## src/rtl/mem_access_stage_pkg.sv

```systemverilog
// -----------------------------------------------------------------------------
// mem_access_stage_pkg
// Shared types and constants for the MEM stage of the 5-stage RISC-V pipeline:
//   - mem_state_e : MEM stage access state (IDLE / REQ)
//   - F3_*        : load/store func3 encodings
//   - ex_mem_reg  : EX/MEM pipeline record (EX_MEM_W bits)
//   - mem_wb_reg  : MEM/WB pipeline record (MEM_WB_W bits)
//   - is_misaligned(): alignment rule used when MEM_MISALIGN_CHECK_EN is defined
// -----------------------------------------------------------------------------
package mem_access_stage_pkg;

    localparam int EX_MEM_W = 116;
    localparam int MEM_WB_W = 104;

    localparam logic [2:0] F3_B  = 3'b000;
    localparam logic [2:0] F3_H  = 3'b001;
    localparam logic [2:0] F3_W  = 3'b010;
    localparam logic [2:0] F3_BU = 3'b100;
    localparam logic [2:0] F3_HU = 3'b101;

    typedef enum logic {
        IDLE = 1'b0,
        REQ  = 1'b1
    } mem_state_e;

    // 1+2+1+1+3+7+32+32+5+32 = 116 bits
    typedef struct packed {
        logic        RegWrite;
        logic [1:0]  MemtoReg;
        logic        MemRead;
        logic        MemWrite;
        logic [2:0]  func3;
        logic [6:0]  func7;
        logic [31:0] Alu_Result;
        logic [31:0] RD_Two;
        logic [4:0]  rd;
        logic [31:0] Curr_Instr;
    } ex_mem_reg;

    // 1+2+32+32+5+32 = 104 bits
    typedef struct packed {
        logic        RegWrite;
        logic [1:0]  MemtoReg;
        logic [31:0] Alu_Result;
        logic [31:0] MemReadData;
        logic [4:0]  rd;
        logic [31:0] Curr_Instr;
    } mem_wb_reg;

    // Halfword accesses must be 2-byte aligned, word accesses 4-byte aligned.
    // Unknown load codes behave as LW; every store code other than SB/SH is SW.
    function automatic logic is_misaligned(input logic       is_store,
                                           input logic [2:0] func3,
                                           input logic [1:0] lane);
        logic is_byte;
        logic is_half;
        if (is_store) begin
            is_byte = (func3 == F3_B);
            is_half = (func3 == F3_H);
        end else begin
            is_byte = (func3 == F3_B) || (func3 == F3_BU);
            is_half = (func3 == F3_H) || (func3 == F3_HU);
        end
        if (is_byte) begin
            return 1'b0;
        end else if (is_half) begin
            return lane[0];
        end else begin
            return (lane != 2'b00);
        end
    endfunction

endpackage

```

## src/rtl/mem_access_stage_lane_align.sv

```systemverilog
// -----------------------------------------------------------------------------
// mem_lane_align (combinational)
// Byte-lane handling for the MEM stage.
//   is_store   in  1   store (1) or load (0)
//   func3      in  3   access size / signedness
//   lane       in  2   Alu_Result[1:0]
//   store_data in  32  RD_Two of the store
//   load_word  in  32  raw word returned by data memory
//   be         out 4   byte enables (all ones for loads)
//   wdata      out 32  lane-replicated store data
//   load_data  out 32  extracted and extended load value
// -----------------------------------------------------------------------------
module mem_lane_align
    import mem_access_stage_pkg::*;
(
    input  logic        is_store,
    input  logic [2:0]  func3,
    input  logic [1:0]  lane,
    input  logic [31:0] store_data,
    input  logic [31:0] load_word,
    output logic [3:0]  be,
    output logic [31:0] wdata,
    output logic [31:0] load_data
);

    logic [7:0]  word_bytes [4];
    logic [7:0]  sel_byte;
    logic [15:0] sel_half;

    for (genvar gi = 0; gi < 4; gi++) begin : g_bytes
        assign word_bytes[gi] = load_word[gi*8 +: 8];
    end

    assign sel_byte = word_bytes[lane];
    // Halfword selection uses lane[1] only; lane[0] is ignored.
    assign sel_half = lane[1] ? load_word[31:16] : load_word[15:0];

    always_comb begin
        be    = 4'b1111;
        wdata = store_data;
        if (is_store) begin
            case (func3)
                F3_B: begin
                    be    = 4'b0001 << lane;
                    wdata = {4{store_data[7:0]}};
                end
                F3_H: begin
                    be    = lane[1] ? 4'b1100 : 4'b0011;
                    wdata = {2{store_data[15:0]}};
                end
                default: begin
                    be    = 4'b1111;
                    wdata = store_data;
                end
            endcase
        end
    end

    always_comb begin
        case (func3)
            F3_B:    load_data = {{24{sel_byte[7]}}, sel_byte};
            F3_H:    load_data = {{16{sel_half[15]}}, sel_half};
            F3_BU:   load_data = {24'h0, sel_byte};
            F3_HU:   load_data = {16'h0, sel_half};
            default: load_data = load_word;
        endcase
    end

endmodule

```

## src/rtl/mem_access_stage.sv

```systemverilog
// -----------------------------------------------------------------------------
// mem_access_stage
// MEM stage of the 5-stage RISC-V pipeline. Non-memory instructions pass to
// MEM/WB with one cycle of latency; loads/stores go through a req/ack
// handshake with data memory while upstream is stalled.
//   clk, reset          clock / synchronous active-high reset
//   ex_mem_i, _valid_i  EX/MEM record and its valid flag
//   mem_ready_o         stage accepts ex_mem_i this cycle (state IDLE)
//   mem_wb_o, _valid_o  MEM/WB record and completion flag
//   dm_req_o/we/addr/wdata/be   data-memory request (stable until ack)
//   dm_ack_i, dm_rdata_i        data-memory completion and read word
//   misalign_o          only when MEM_MISALIGN_CHECK_EN is defined: one-cycle
//                       pulse with the completion of a misaligned access
// Optional feature macro: MEM_MISALIGN_CHECK_EN
// -----------------------------------------------------------------------------
module mem_access_stage
    import mem_access_stage_pkg::*;
#(
    parameter int DM_ADDR_W = 9,
    parameter int XLEN      = 32
) (
    input  logic                 clk,
    input  logic                 reset,
    input  ex_mem_reg            ex_mem_i,
    input  logic                 ex_mem_valid_i,
    output logic                 mem_ready_o,
    output mem_wb_reg            mem_wb_o,
    output logic                 mem_wb_valid_o,
    output logic                 dm_req_o,
    output logic                 dm_we_o,
    output logic [DM_ADDR_W-1:0] dm_addr_o,
    output logic [XLEN-1:0]      dm_wdata_o,
    output logic [3:0]           dm_be_o,
    input  logic                 dm_ack_i,
    input  logic [XLEN-1:0]      dm_rdata_i
`ifdef MEM_MISALIGN_CHECK_EN
    ,
    output logic                 misalign_o
`endif
);

    mem_state_e  state_reg;
    mem_state_e  state_next;
    ex_mem_reg   hold_reg;
    mem_wb_reg   wb_reg;
    mem_wb_reg   wb_next;
    logic        wb_valid_reg;
    logic        complete_now;

    logic        accept;
    logic        in_is_mem;
    logic        skip_req;

    logic [3:0]  lane_be;
    logic [31:0] lane_wdata;
    logic [31:0] lane_load;

    // Fields carried for later stages but not consumed here.
    logic        unused_hold_bits;
    assign unused_hold_bits = ^{hold_reg.func7, hold_reg.MemRead};

    assign accept    = ex_mem_valid_i && (state_reg == IDLE);
    assign in_is_mem = ex_mem_i.MemRead || ex_mem_i.MemWrite;

`ifdef MEM_MISALIGN_CHECK_EN
    logic misalign_reg;

    assign skip_req = in_is_mem &&
                      is_misaligned(ex_mem_i.MemWrite, ex_mem_i.func3,
                                    ex_mem_i.Alu_Result[1:0]);

    always_ff @(posedge clk) begin
        if (reset) begin
            misalign_reg <= 1'b0;
        end else begin
            misalign_reg <= accept && skip_req;
        end
    end

    assign misalign_o = misalign_reg;
`else
    assign skip_req = 1'b0;
`endif

    // MemWrite wins when both MemRead and MemWrite are set.
    mem_lane_align u_lane_align (
        .is_store   (hold_reg.MemWrite),
        .func3      (hold_reg.func3),
        .lane       (hold_reg.Alu_Result[1:0]),
        .store_data (hold_reg.RD_Two),
        .load_word  (dm_rdata_i),
        .be         (lane_be),
        .wdata      (lane_wdata),
        .load_data  (lane_load)
    );

    // State register
    always_ff @(posedge clk) begin
        if (reset) begin
            state_reg <= IDLE;
        end else begin
            state_reg <= state_next;
        end
    end

    // Next-state logic
    always_comb begin
        state_next = state_reg;
        case (state_reg)
            IDLE: begin
                if (accept && in_is_mem && !skip_req) begin
                    state_next = REQ;
                end
            end
            REQ: begin
                if (dm_ack_i) begin
                    state_next = IDLE;
                end
            end
            default: state_next = IDLE;
        endcase
    end

    // Output logic: request fields come only from the hold register so they
    // cannot move while the request is outstanding.
    always_comb begin
        mem_ready_o = (state_reg == IDLE);
        dm_req_o    = (state_reg == REQ);
        dm_we_o     = 1'b0;
        dm_addr_o   = '0;
        dm_wdata_o  = '0;
        dm_be_o     = '0;
        if (state_reg == REQ) begin
            dm_we_o    = hold_reg.MemWrite;
            dm_addr_o  = hold_reg.Alu_Result[DM_ADDR_W+1:2];
            dm_wdata_o = lane_wdata;
            dm_be_o    = lane_be;
        end
    end

    // Hold register: captured on every accepted transfer
    always_ff @(posedge clk) begin
        if (reset) begin
            hold_reg <= '0;
        end else if (accept) begin
            hold_reg <= ex_mem_i;
        end
    end

    // Completion record: direct from ex_mem_i for ALU ops (and skipped
    // misaligned accesses), from the hold register when memory acks.
    always_comb begin
        complete_now = 1'b0;
        wb_next      = wb_reg;
        if (accept && (!in_is_mem || skip_req)) begin
            complete_now         = 1'b1;
            wb_next.RegWrite     = ex_mem_i.RegWrite && !skip_req;
            wb_next.MemtoReg     = ex_mem_i.MemtoReg;
            wb_next.Alu_Result   = ex_mem_i.Alu_Result;
            wb_next.MemReadData  = 32'h0;
            wb_next.rd           = ex_mem_i.rd;
            wb_next.Curr_Instr   = ex_mem_i.Curr_Instr;
        end else if ((state_reg == REQ) && dm_ack_i) begin
            complete_now         = 1'b1;
            wb_next.RegWrite     = hold_reg.RegWrite;
            wb_next.MemtoReg     = hold_reg.MemtoReg;
            wb_next.Alu_Result   = hold_reg.Alu_Result;
            wb_next.MemReadData  = hold_reg.MemWrite ? 32'h0 : lane_load;
            wb_next.rd           = hold_reg.rd;
            wb_next.Curr_Instr   = hold_reg.Curr_Instr;
        end
    end

    // Bubbles clear RegWrite and valid but leave the other fields untouched.
    always_ff @(posedge clk) begin
        if (reset) begin
            wb_reg       <= '0;
            wb_valid_reg <= 1'b0;
        end else if (complete_now) begin
            wb_reg       <= wb_next;
            wb_valid_reg <= 1'b1;
        end else begin
            wb_reg.RegWrite <= 1'b0;
            wb_valid_reg    <= 1'b0;
        end
    end

    assign mem_wb_o       = wb_reg;
    assign mem_wb_valid_o = wb_valid_reg;

endmodule

```

## config.mk

```make
export PLATFORM = sky130hd
export DESIGN_NAME = mem_access_stage
export DESIGN_NICKNAME = d
export VERILOG_FILES = /design/src/rtl/mem_access_stage_pkg.sv /design/src/rtl/mem_access_stage_lane_align.sv /design/src/rtl/mem_access_stage.sv
export SDC_FILE = /design/constraint.sdc
export NUM_CORES = 1
export LEC_CHECK = 0
export BUFFER_PORTS_ARGS = -buffer_cell sky130_fd_sc_hd__buf_2
export CAP_MARGIN = 40
export CORE_UTILIZATION = 33
export CTS_CLUSTER_DIAMETER = 150
export CTS_CLUSTER_SIZE = 10
export DETAILED_ROUTE_END_ITERATION = 7
export PLACE_DENSITY = 0.65
export SKIP_CTS_REPAIR_TIMING = 1
export SYNTH_ARGS = -nofsm -noshare
export SYNTH_HDL_FRONTEND = slang
export SYNTH_SLANG_ARGS = --single-unit
```

## constraint.sdc

```tcl
create_clock -name clk -period 2.4 [get_ports clk]
set_clock_uncertainty 0.1 [all_clocks]
set_input_delay 0.48 -clock clk [delete_from_list [all_inputs] [get_ports clk]]
set_output_delay 0.48 -clock clk [all_outputs]
set_load 0.02 [all_outputs]
```

# After elaboration in Yosys (flattened, before gate mapping)
# Index checks and enable logic that the tools add are counted.
# classes
n_lt_le_gt_ge	1
n_eq_ne	3
shift	1
mux	23
bitwise_logic	3
n_reduce_logical	10
# ops
op	count
two-way mux 104 bit	2
one-hot mux 32 bit (4 select lines)	1
two-way mux 32 bit	3
one-hot mux 32 bit (2 select lines)	1
binary-select mux 8 bit (select 2 bit)	1
two-way mux 16 bit	1
two-way mux 8 bit	2
two-way mux 4 bit	3
two-way mux 9 bit	1
one-hot mux 4 bit (2 select lines)	1
equality test 3 bit (second input constant)	2
two-way mux 1 bit	6
logical AND 1 bit	4
left shift 1 x 2 -> 4 bit (first input constant)	1
equality test 3 x 1 -> 1 bit (second input constant)	1
>= comparator 3 bit (second input constant)	1
zero test 3 bit	1
inverter 2 -> 3 bit	1
inverter 1 bit	2
one-hot mux 1 bit (2 select lines)	1
AND reduction 2 bit	1
nonzero test 2 bit	1
OR reduction 2 bit	1
zero test 1 bit	1
logical OR 1 bit	1
# totals
reg_bits	214
input_bits	152
out_inout_bits	153

# Logic depth before layout (Yosys ltp)
# Gate-level depths: netlist of the first run.
# logic_depth
word_depth	8
depth_mapped	6
mapped_depth_nobuf	4

# By module
# A second synthesis of the first run with hierarchy kept.
# hier_totals
cells_unflattened	1219
area_unflattened_um2	9740.6
# modules_own_cells
module	instances	cells_per_inst	area_per_inst_um2
mem_access_stage	1	1045	8612.0
mem_lane_align	1	174	1128.6

# Worst setup path before layout of the first run
# OpenSTA, ideal clock, no wires.
# synth_timing
path_type	register to output
startpoint	register hold_reg[109] in the netlist's numbering
endpoint	output port dm_wdata_o[28]
arrival_time_ps	1709
required_time_ps	1820
path_slack_ps	111
stages_incl_launch_ff	6
n_path_buf	2
path_cell_list	dfxtp_1 > buf_2 > nor3b_2 > clkbuf_1 > nor2_1 > a211oi_1
# synth_via
elab_chain_len	4
word_cells_on_any_way	5
# synth_rtl
element	line_no	rtl
from (decl)	mem_access_stage.sv:44	ex_mem_reg hold_reg;
from (signal assigned)	mem_access_stage.sv:146	hold_reg <= ex_mem_i;
equality test 3 x 1 -> 1 bit / zero test 3 bit (equally long branches)	mem_access_stage_lane_align.sv:42	case (func3)
one-hot mux 32 bit (2 select lines) *	mem_access_stage_lane_align.sv:42	
two-way mux 32 bit *	mem_access_stage_lane_align.sv:41	if (is_store) begin
two-way mux 32 bit *	mem_access_stage.sv:133	if (state_reg == REQ) begin
to (decl)	mem_access_stage.sv:32	output logic [XLEN-1:0] dm_wdata_o,
# Every way passes the cells marked *; elsewhere a longest branch is shown, timed or not.

# Final worst setup path of the first run
# layout_timing
startpoint	register hold_reg[109] in the netlist's numbering
endpoint	output port dm_wdata_o[12]
# The elaborated chain is that of the path after synthesis.

==> results of run 1 <==
==> cell families (layout without fill, tap and decap cells) <==
family / after synthesis / after routing / synth area share [%]
AND/OR/NAND/NOR: 519 / 519 / 22.78
other: 0 / 1 / 0
AO/OA/AOI/OAI: 292 / 292 / 22.70
buffers and inverters: 115 / 383 / 5.420
multiplexers: 25 / 25 / 2.825
flip-flops: 214 / 214 / 46.28
==> through the flow <==
stage	hold WS (ns)	worst slack, ns
global route	0.06655	-0.2269
CTS	0.05788	-0.3947
detailed placement	0.3385	0.1387
global placement	0.3395	0.06762
finish	0.08444	-0.1518
floorplan	0.3360	0.1112
==> synthesized netlist by cell type <==
| master | instances | area [um^2] |
|---|---|---|
| a211oi_1 | 8 | 60.06 |
| nor3b_1 | 1 | 7.510 |
| a221o_1 | 16 | 160.2 |
| o221ai_1 | 7 | 61.31 |
| nor4_4 | 1 | 21.27 |
| nand2_4 | 1 | 11.26 |
| a21oi_1 | 166 | 830.8 |
| nor2_2 | 1 | 6.260 |
| buf_6 | 5 | 56.30 |
| buf_1 | 1 | 3.750 |
| dfxtp_1 | 214 | 4284 |
| buf_4 | 3 | 22.52 |
| nand4bb_1 | 1 | 11.26 |
| mux2i_1 | 16 | 160.2 |
| o21ai_0 | 19 | 95.09 |
| a22oi_1 | 18 | 135.1 |
| nand2_1 | 372 | 1396 |
| nor3_1 | 1 | 5.000 |
| nor3b_2 | 1 | 12.51 |
| mux2_2 | 9 | 101.4 |
| a22o_1 | 9 | 78.83 |
| or4b_1 | 1 | 10.01 |
| and2_0 | 1 | 6.260 |
| nand2b_1 | 3 | 18.77 |
| nor2_1 | 105 | 394.1 |
| nor4_1 | 7 | 43.79 |
| inv_1 | 18 | 67.56 |
| a311oi_1 | 9 | 78.83 |
| buf_2 | 17 | 85.08 |
| nor2b_1 | 3 | 18.77 |
| a311oi_2 | 40 | 600.6 |
| clkbuf_1 | 71 | 266.5 |
| nor4b_4 | 1 | 23.77 |
| or3b_2 | 1 | 8.760 |
| and2_1 | 18 | 112.6 |
==> worst paths after layout <==
check / cells past startpoint / startpoint / end
worst max-delay path: 5 / hold_reg[109] / dm_wdata_o[12]
worst min-delay path: 3 / ex_mem_i[110] / hold_reg[110]
worst max register to register: 5 / dm_req_o / mem_wb_o[11]
worst min register to register: 2 / mem_wb_o[43] / mem_wb_o[43]
==> cells in the final DEF (no fill, tap or decap), drive strengths merged <==
cell type,Yosys,layout
nand2,373,373
buf,26,336
dfxtp,214,214
a21oi,166,166
nor2,106,106
a311oi,49,49
clkbuf,71,27
o21ai,19,19
inv,18,19
and2,19,19
a22oi,18,18
mux2i,16,16
a221o,16,16
mux2,9,9
a22o,9,9
a211oi,8,8
nor4,8,8
o221ai,7,7
nand2b,3,3
nor2b,3,3
nor3b,2,2
diode,0,1
or3b,1,1
or4b,1,1
nor4b,1,1
nor3,1,1
nand4bb,1,1
clkinv,0,1
==> per-layer routing <==
metal | vias up | GRT usage [%] | wire length, um
met3 | 62 | 6.180 | 2667
li1 | 4473 | - | -
met5 | - | 0 | 30
met1 | 4300 | 24.86 | 12640
met2 | 344 | 34.71 | 14410
met4 | 6 | 4.896 | 730
==> area by class of cell <==
type | instances | area (um^2)
multi-input combinational | 836 | 4624
tap | 372 | 465.4
clock inverter | 2 | 28.78
fill | 2747 | 15090
antenna | 1 | 2.502
inverter | 18 | 67.56
timing repair buffer | 338 | 2054
clock buffer | 25 | 625.6
sequential | 214 | 4289
==> power by group <==
part | internal (uW) | switching (uW)
sequential | 3760 | 125
combinational | 482 | 803
clock | 1840 | 1460
total | 6080 | 2380
==> worst max-delay path: stages (launching register included) <==
cell and delay [ns]:
dfxtp_1 0.35, or3b_4 0.42, nor2_4 0.24, nand2_1 0.08
a21oi_1 0.17, buf_4 0.17
==> impl_metrics.ini, run 1 <==
[run_status]
status = finished with violations
violations = negative setup slack

[placement]
dp_hpwl_um = 20180
post_dp_cell_area_um2 = 11180
portBuffers = 297
dpl.cell_count = 1769
gp_congestion = 0.8756

[finish]
layoutNonFillerInstCount = 1806
final_cell_area_um2 = 12160
areaGrowthSynthToFinish_pct = 31.35
nNetsFinal = 1585
fin_util_pct = 44.61
drive_gt1_share_pct = 32.03
largest_reg_flops = 108

[worst_setup_path]
end_kind = primary output
cp_data_arrival_time_ns = 1.97
crit_path_start_kind = flop
path_max_fanout = 8
critPathKind = reg2out
r2r_slack_ns = 0.30
crit_required_ns = 1.82

[grt]
antenna_found_initial = 4
grt_pass1_wl_um = 46730
grt_pass1_vias = 8688
overflow = 0
grt_max_degree = 61
grtUsageTotal_pct = 20.32

[power]
ir_drop_v = 0.0003710
p_per_area_nw_per_um2 = 696.4
power.total_uw = 8467
power.leakage_uw = 0.005134

[synth]
synth_nets = 1317
postSynthAreaPerCell_um2 = 7.945
ys_seq_area_share_pct = 46.28
netlist_instances = 1165
synth-seq-cells = 214
ys_warn_count = 0
yosys.cell_types.count = 35
synthesis.area_um2 = 9256

[routing]
wl_per_cell_um = 16.88
drc = 0
wl_um = 30480
drtIter0Drc = 640
via_count = 9185
routed_via_density = 5.086
ant_nets = 0
first_pass_iters = 5

[die]
fp.dieH_um = 169.5
ios = 305
dieArea_um2 = 28720
start_util_pct = 33.97
rows = 60
die_w_um = 169.5
core_um2 = 27250

[clocking]
clock-root-buffer = clkbuf_16
clk_pin_slew_ns = 0.06
clockBufferDepth = 3
numCtsBuffers = 25
cts_tree = done
h-tree-depth = 1
clock-sinks = 214
clk_latency_ns = 0.54

[sta]
setup_tns_ns = -3.425
worst_slew_pin_slew_ns = 0.8175
period_needed_ns = 2.552
setup_viol = 28
rsz0062_at_grt = true
slew_headroom_pct = 45.09
finalCritPeriodShare_pct = 106.3
max_freq_ghz = 0.3919
finalHoldViolations = 0
finalMaxSlewViolations = 0
worst_slack_ns = -0.1518

[flow_run]
cap_violations = 0

[hold_path]
hold_path.class = in2reg
Note: power is estimated with default switching activity, not from simulation.
==> inputs of run 2 (changes only) <==
==> constraint.sdc (replaced) <==
create_clock -name clk -period 2.4 [get_ports clk]
set_clock_uncertainty 0.1 [all_clocks]
set_input_delay 0.48 -clock clk [delete_from_list [all_inputs] [get_ports clk]]
set_output_delay 0.48 -clock clk [all_outputs]
set_load 0.1 [all_outputs]
==> impl_metrics.ini, run 2 (same netlist as run 1, synthesis figures left out) <==
[worst_setup_path]
cp_data_arrival_time_ns = 2.02
path_max_fanout = 8
crit_required_ns = 1.82
r2r_slack_ns = 0.38
critPathKind = reg2out
r2r-end = mem_wb_o[57]
reg2reg_depth = 4
end_kind = primary output
r2r-start = hold_reg[70]
crit_path_start_kind = flop

[sta]
finalCritPeriodShare_pct = 108.3
slew_headroom_pct = 40.88
period_needed_ns = 2.599
worst_slew_pin_slew_ns = 0.8802
max_freq_ghz = 0.3848
finalHoldViolations = 0
setup_viol = 27
holdWs_ns = 0.07409
finalMaxSlewViolations = 0
rsz0062_at_grt = true
worst_slack_ns = -0.1991

[finish]
final_cell_area_um2 = 12930
multi_input_area_um2 = 4935
ff_latch_area_um2 = 4298
nNetsFinal = 1591
drive_gt1_share_pct = 34.44
largest_reg_flops = 108
final_cell_mix = nand2_1, buf_2, dfxtp_1
areaGrowthSynthToFinish_pct = 39.73
n_fill_cell = 2623
final_common_cell = nand2_1

[die]
rows = 60
die_w_um = 169.5
core_um2 = 27250
dieArea_um2 = 28720
fp.dieH_um = 169.5
start_util_pct = 33.97
ios = 305

[hold_path]
min_from = ex_mem_i[109]
hold_path.class = in2reg
worstHoldPathCells = 3
hold_path_end = hold_reg[109]

[routing]
via_count = 9228
ant_nets = 0
wl_um = 30900
drtIter0Drc = 665
wl_met1_um = 12980
routed_via_density = 5.070
top_layer_used = met5
wl_per_cell_um = 16.98
wl_met2_um = 14380
wl_met3_um = 2393
drc = 0
first_pass_iters = 5

[clocking]
clock-root-buffer = clkbuf_16
clk_pin_slew_ns = 0.06
cts_tree = done
h-tree-depth = 1
numCtsBuffers = 25
clock-sinks = 214
clk_latency_ns = 0.54
clockBufferDepth = 3

[power]
p_per_area_nw_per_um2 = 717.1
ir_drop_v = 0.0004786
power.total_uw = 9275
power.leakage_uw = 0.005280

[grt]
grtUsageTotal_pct = 20.65
overflow = 0
grt_pass1_vias = 8901
grt_pass1_wl_um = 47730
grt_max_degree = 69
antenna_found_initial = 9

[placement]
post_dp_cell_area_um2 = 11980
portBuffers = 297
dp_hpwl_um = 21300
gp_congestion = 0.9104

[run_status]
status = finished with violations
violations = negative setup slack

[flow_run]
cap_violations = 0
[run 2: cell count changes in the layout (fill, tap and decap cells not counted), sizes merged]
cell / delta
buf: +1
clkbuf: +6
diode: +7
[run 2: where the power goes]
group	switching [uW]	internal, uW	total, uW	leakage, uW
clock network	1460	1850	3310	0.000323
registers	131	3760	3890	0.00175
logic	1530	552	2080	0.00320
[run 2: critical path: stages (launching register included)]
cell,delay [ns]
dfxtp_2,0.34
or3b_4,0.43
nor2_4,0.12
buf_12,0.14
nand2_2,0.07
a21oi_4,0.18
buf_12,0.19
[run 2: layout make-up]
| type | count | area share (%) |
|---|---|---|
| diodes | 8 | 0.1548 |
| clock buffers | 26 | 4.866 |
| clock inverters | 2 | 0.2225 |
| inverters | 18 | 0.5224 |
| multi-input cells | 836 | 38.15 |
| flip-flops and latches | 214 | 33.23 |
| well taps | 372 | 3.599 |
| repair buffers | 344 | 19.25 |
[run 2: worst max path at each step]
| stage | start | to | slack [ns] |
|---|---|---|---|
| 3_5_place_dp | hold_reg[70] | mem_wb_o[67] | 0.26 |
| 3_3_place_gp | hold_reg[70] | mem_wb_o[63] | 0.30 |
| 4_1_cts | hold_reg[110] | dm_wdata_o[10] | -0.28 |
| 2_1_floorplan | dm_req_o | dm_wdata_o[28] | -0.01 |
| 5_1_grt | hold_reg[110] | dm_wdata_o[14] | -0.25 |
| 6_report | hold_reg[110] | dm_wdata_o[14] | -0.20 |
[run 2: routing by layer]
| metal | vias to the layer above | track usage (%) |
|---|---|---|
| li1 | 4486 | - |
| met4 | 6 | 8.226 |
| met5 | - | 0 |
| met1 | 4354 | 25.78 |
| met3 | 67 | 5.550 |
| met2 | 315 | 33.73 |
[run 2: through the flow]
stage | std cells | setup slack (ns) | TNS [ns] | utilization [%]
floorplan | 1165 | -0.01036 | -0.03108 | -
finish | 1820 | -0.1991 | -3.128 | 47.46
CTS | 1803 | -0.2786 | -5.779 | 46.39
global placement | 1774 | 0.2985 | 0 | 43.90
detailed placement | 1775 | 0.2590 | 0 | 43.97
global route | 1817 | -0.2488 | -4.652 | 47.43
==> inputs of run 3 (changes only) <==
Settings changed: PLACE_DENSITY 0.65 to unset, SLEW_MARGIN set to 20.
==> impl_metrics.ini, run 3 (same netlist as run 1, synthesis figures left out) <==
[grt]
grtUsageTotal_pct = 20.72
grt_pass1_vias = 8739
grt_pass1_wl_um = 47670
grt_max_degree = 107
antenna_found_initial = 6
overflow = 0

[flow_run]
cap_violations = 0

[sta]
slew_headroom_pct = 60.33
worst_slew_pin_slew_ns = 0.5951
period_needed_ns = 2.563
max_freq_ghz = 0.3902
rsz0062_at_grt = true
finalCritPeriodShare_pct = 106.8
worst_slack_ns = -0.1630
setup_viol = 27
holdWs_ns = 0.07800
finalMaxSlewViolations = 0
finalHoldViolations = 0

[finish]
final_cell_mix = nand2_1, buf_2, dfxtp_1
n_fill_cell = 2693
fin_util_pct = 47.57
multi_input_area_um2 = 4937
largest_reg_flops = 108
nNetsFinal = 1588
ff_latch_area_um2 = 4293
layoutNonFillerInstCount = 1813
final_common_cell = nand2_1
drive_gt1_share_pct = 33.82
areaGrowthSynthToFinish_pct = 40.05

[placement]
portBuffers = 297
dp_hpwl_um = 20480
pre_cts_ws_ns = 0.2396
dpl.cell_count = 1767
gp_congestion = 0.8533

[die]
core_um2 = 27250
dieArea_um2 = 28720
ios = 305
die_w_um = 169.5
start_util_pct = 33.97
rows = 60
fp.dieH_um = 169.5

[run_status]
status = finished with violations
violations = negative setup slack

[routing]
wl_per_cell_um = 16.96
via_count = 9122
drc = 0
first_pass_iters = 5
routed_via_density = 5.031
ant_nets = 0
drtIter0Drc = 542
wl_um = 30760

[power]
ir_drop_v = 0.0004875
power.leakage_uw = 0.005296
power.total_uw = 9292
p_per_area_nw_per_um2 = 716.7

[worst_setup_path]
path_max_fanout = 8
critPathKind = reg2out
cp_data_arrival_time_ns = 1.98
crit_path_start_kind = flop
end_kind = primary output
crit_required_ns = 1.82

[clocking]
h-tree-depth = 1
numCtsBuffers = 25
clock-root-buffer = clkbuf_16
clock-sinks = 214
clk_latency_ns = 0.54
clockBufferDepth = 3
cts_tree = done
clk_pin_slew_ns = 0.06

[hold_path]
hold_path.class = in2reg
[run 3: changes by cell type in the layout (fill, tap and decap cells not counted), sizes merged]
cell,delta
clkbuf,-4
diode,-4
buf,+1
[run 3: worst paths after layout]
kind | startpoint | to | slack, ns | cells after the start
hold / removal | ex_mem_i[42] | hold_reg[42] | 0.08 | 3
setup reg to reg | dm_req_o | mem_wb_o[80] | 0.47 | 5
hold reg to reg | mem_wb_o[39] | mem_wb_o[39] | 0.35 | 2
setup / recovery | hold_reg[110] | dm_wdata_o[14] | -0.16 | 6
[run 3: routing by layer]
metal  global-route usage [%]  routed length, um
met1                    26.10              13160
met2                    33.37              14140
met3                    5.854               2367
met4                    8.147               1073
met5                        0                 22
[run 3: final cells by class]
class	instances	share of cell area [%]
repair buffers	341	19.52
multi-input cells	836	38.09
inverters	18	0.5405
well taps	372	3.590
flip-flops and latches	214	33.11
clock inverters	2	0.2220
diodes	4	0.07721
clock buffers	26	4.855
[run 3: report_power, final]
part	internal, uW	switching, uW
Clock	1850	1470
Combinational	560	1530
Sequential	3760	131
Total	6170	3130
[run 3: worst max-delay path, stage by stage (launching register included)]
cell and delay, ns:
dfxtp_2 0.34, or3b_4 0.42, nor2_4 0.11, buf_12 0.14, nand2_2 0.07, a21oi_4 0.18
buf_12 0.19
[run 3: stage by stage]
stage	instance area [um^2]	TNS, ns
6_report	12960	-2.924
5_1_grt	12960	-4.704
4_1_cts	12600	-6.808
3_5_place_dp	11950	0
3_3_place_gp	11910	0
2_1_floorplan	9624	-0.03108
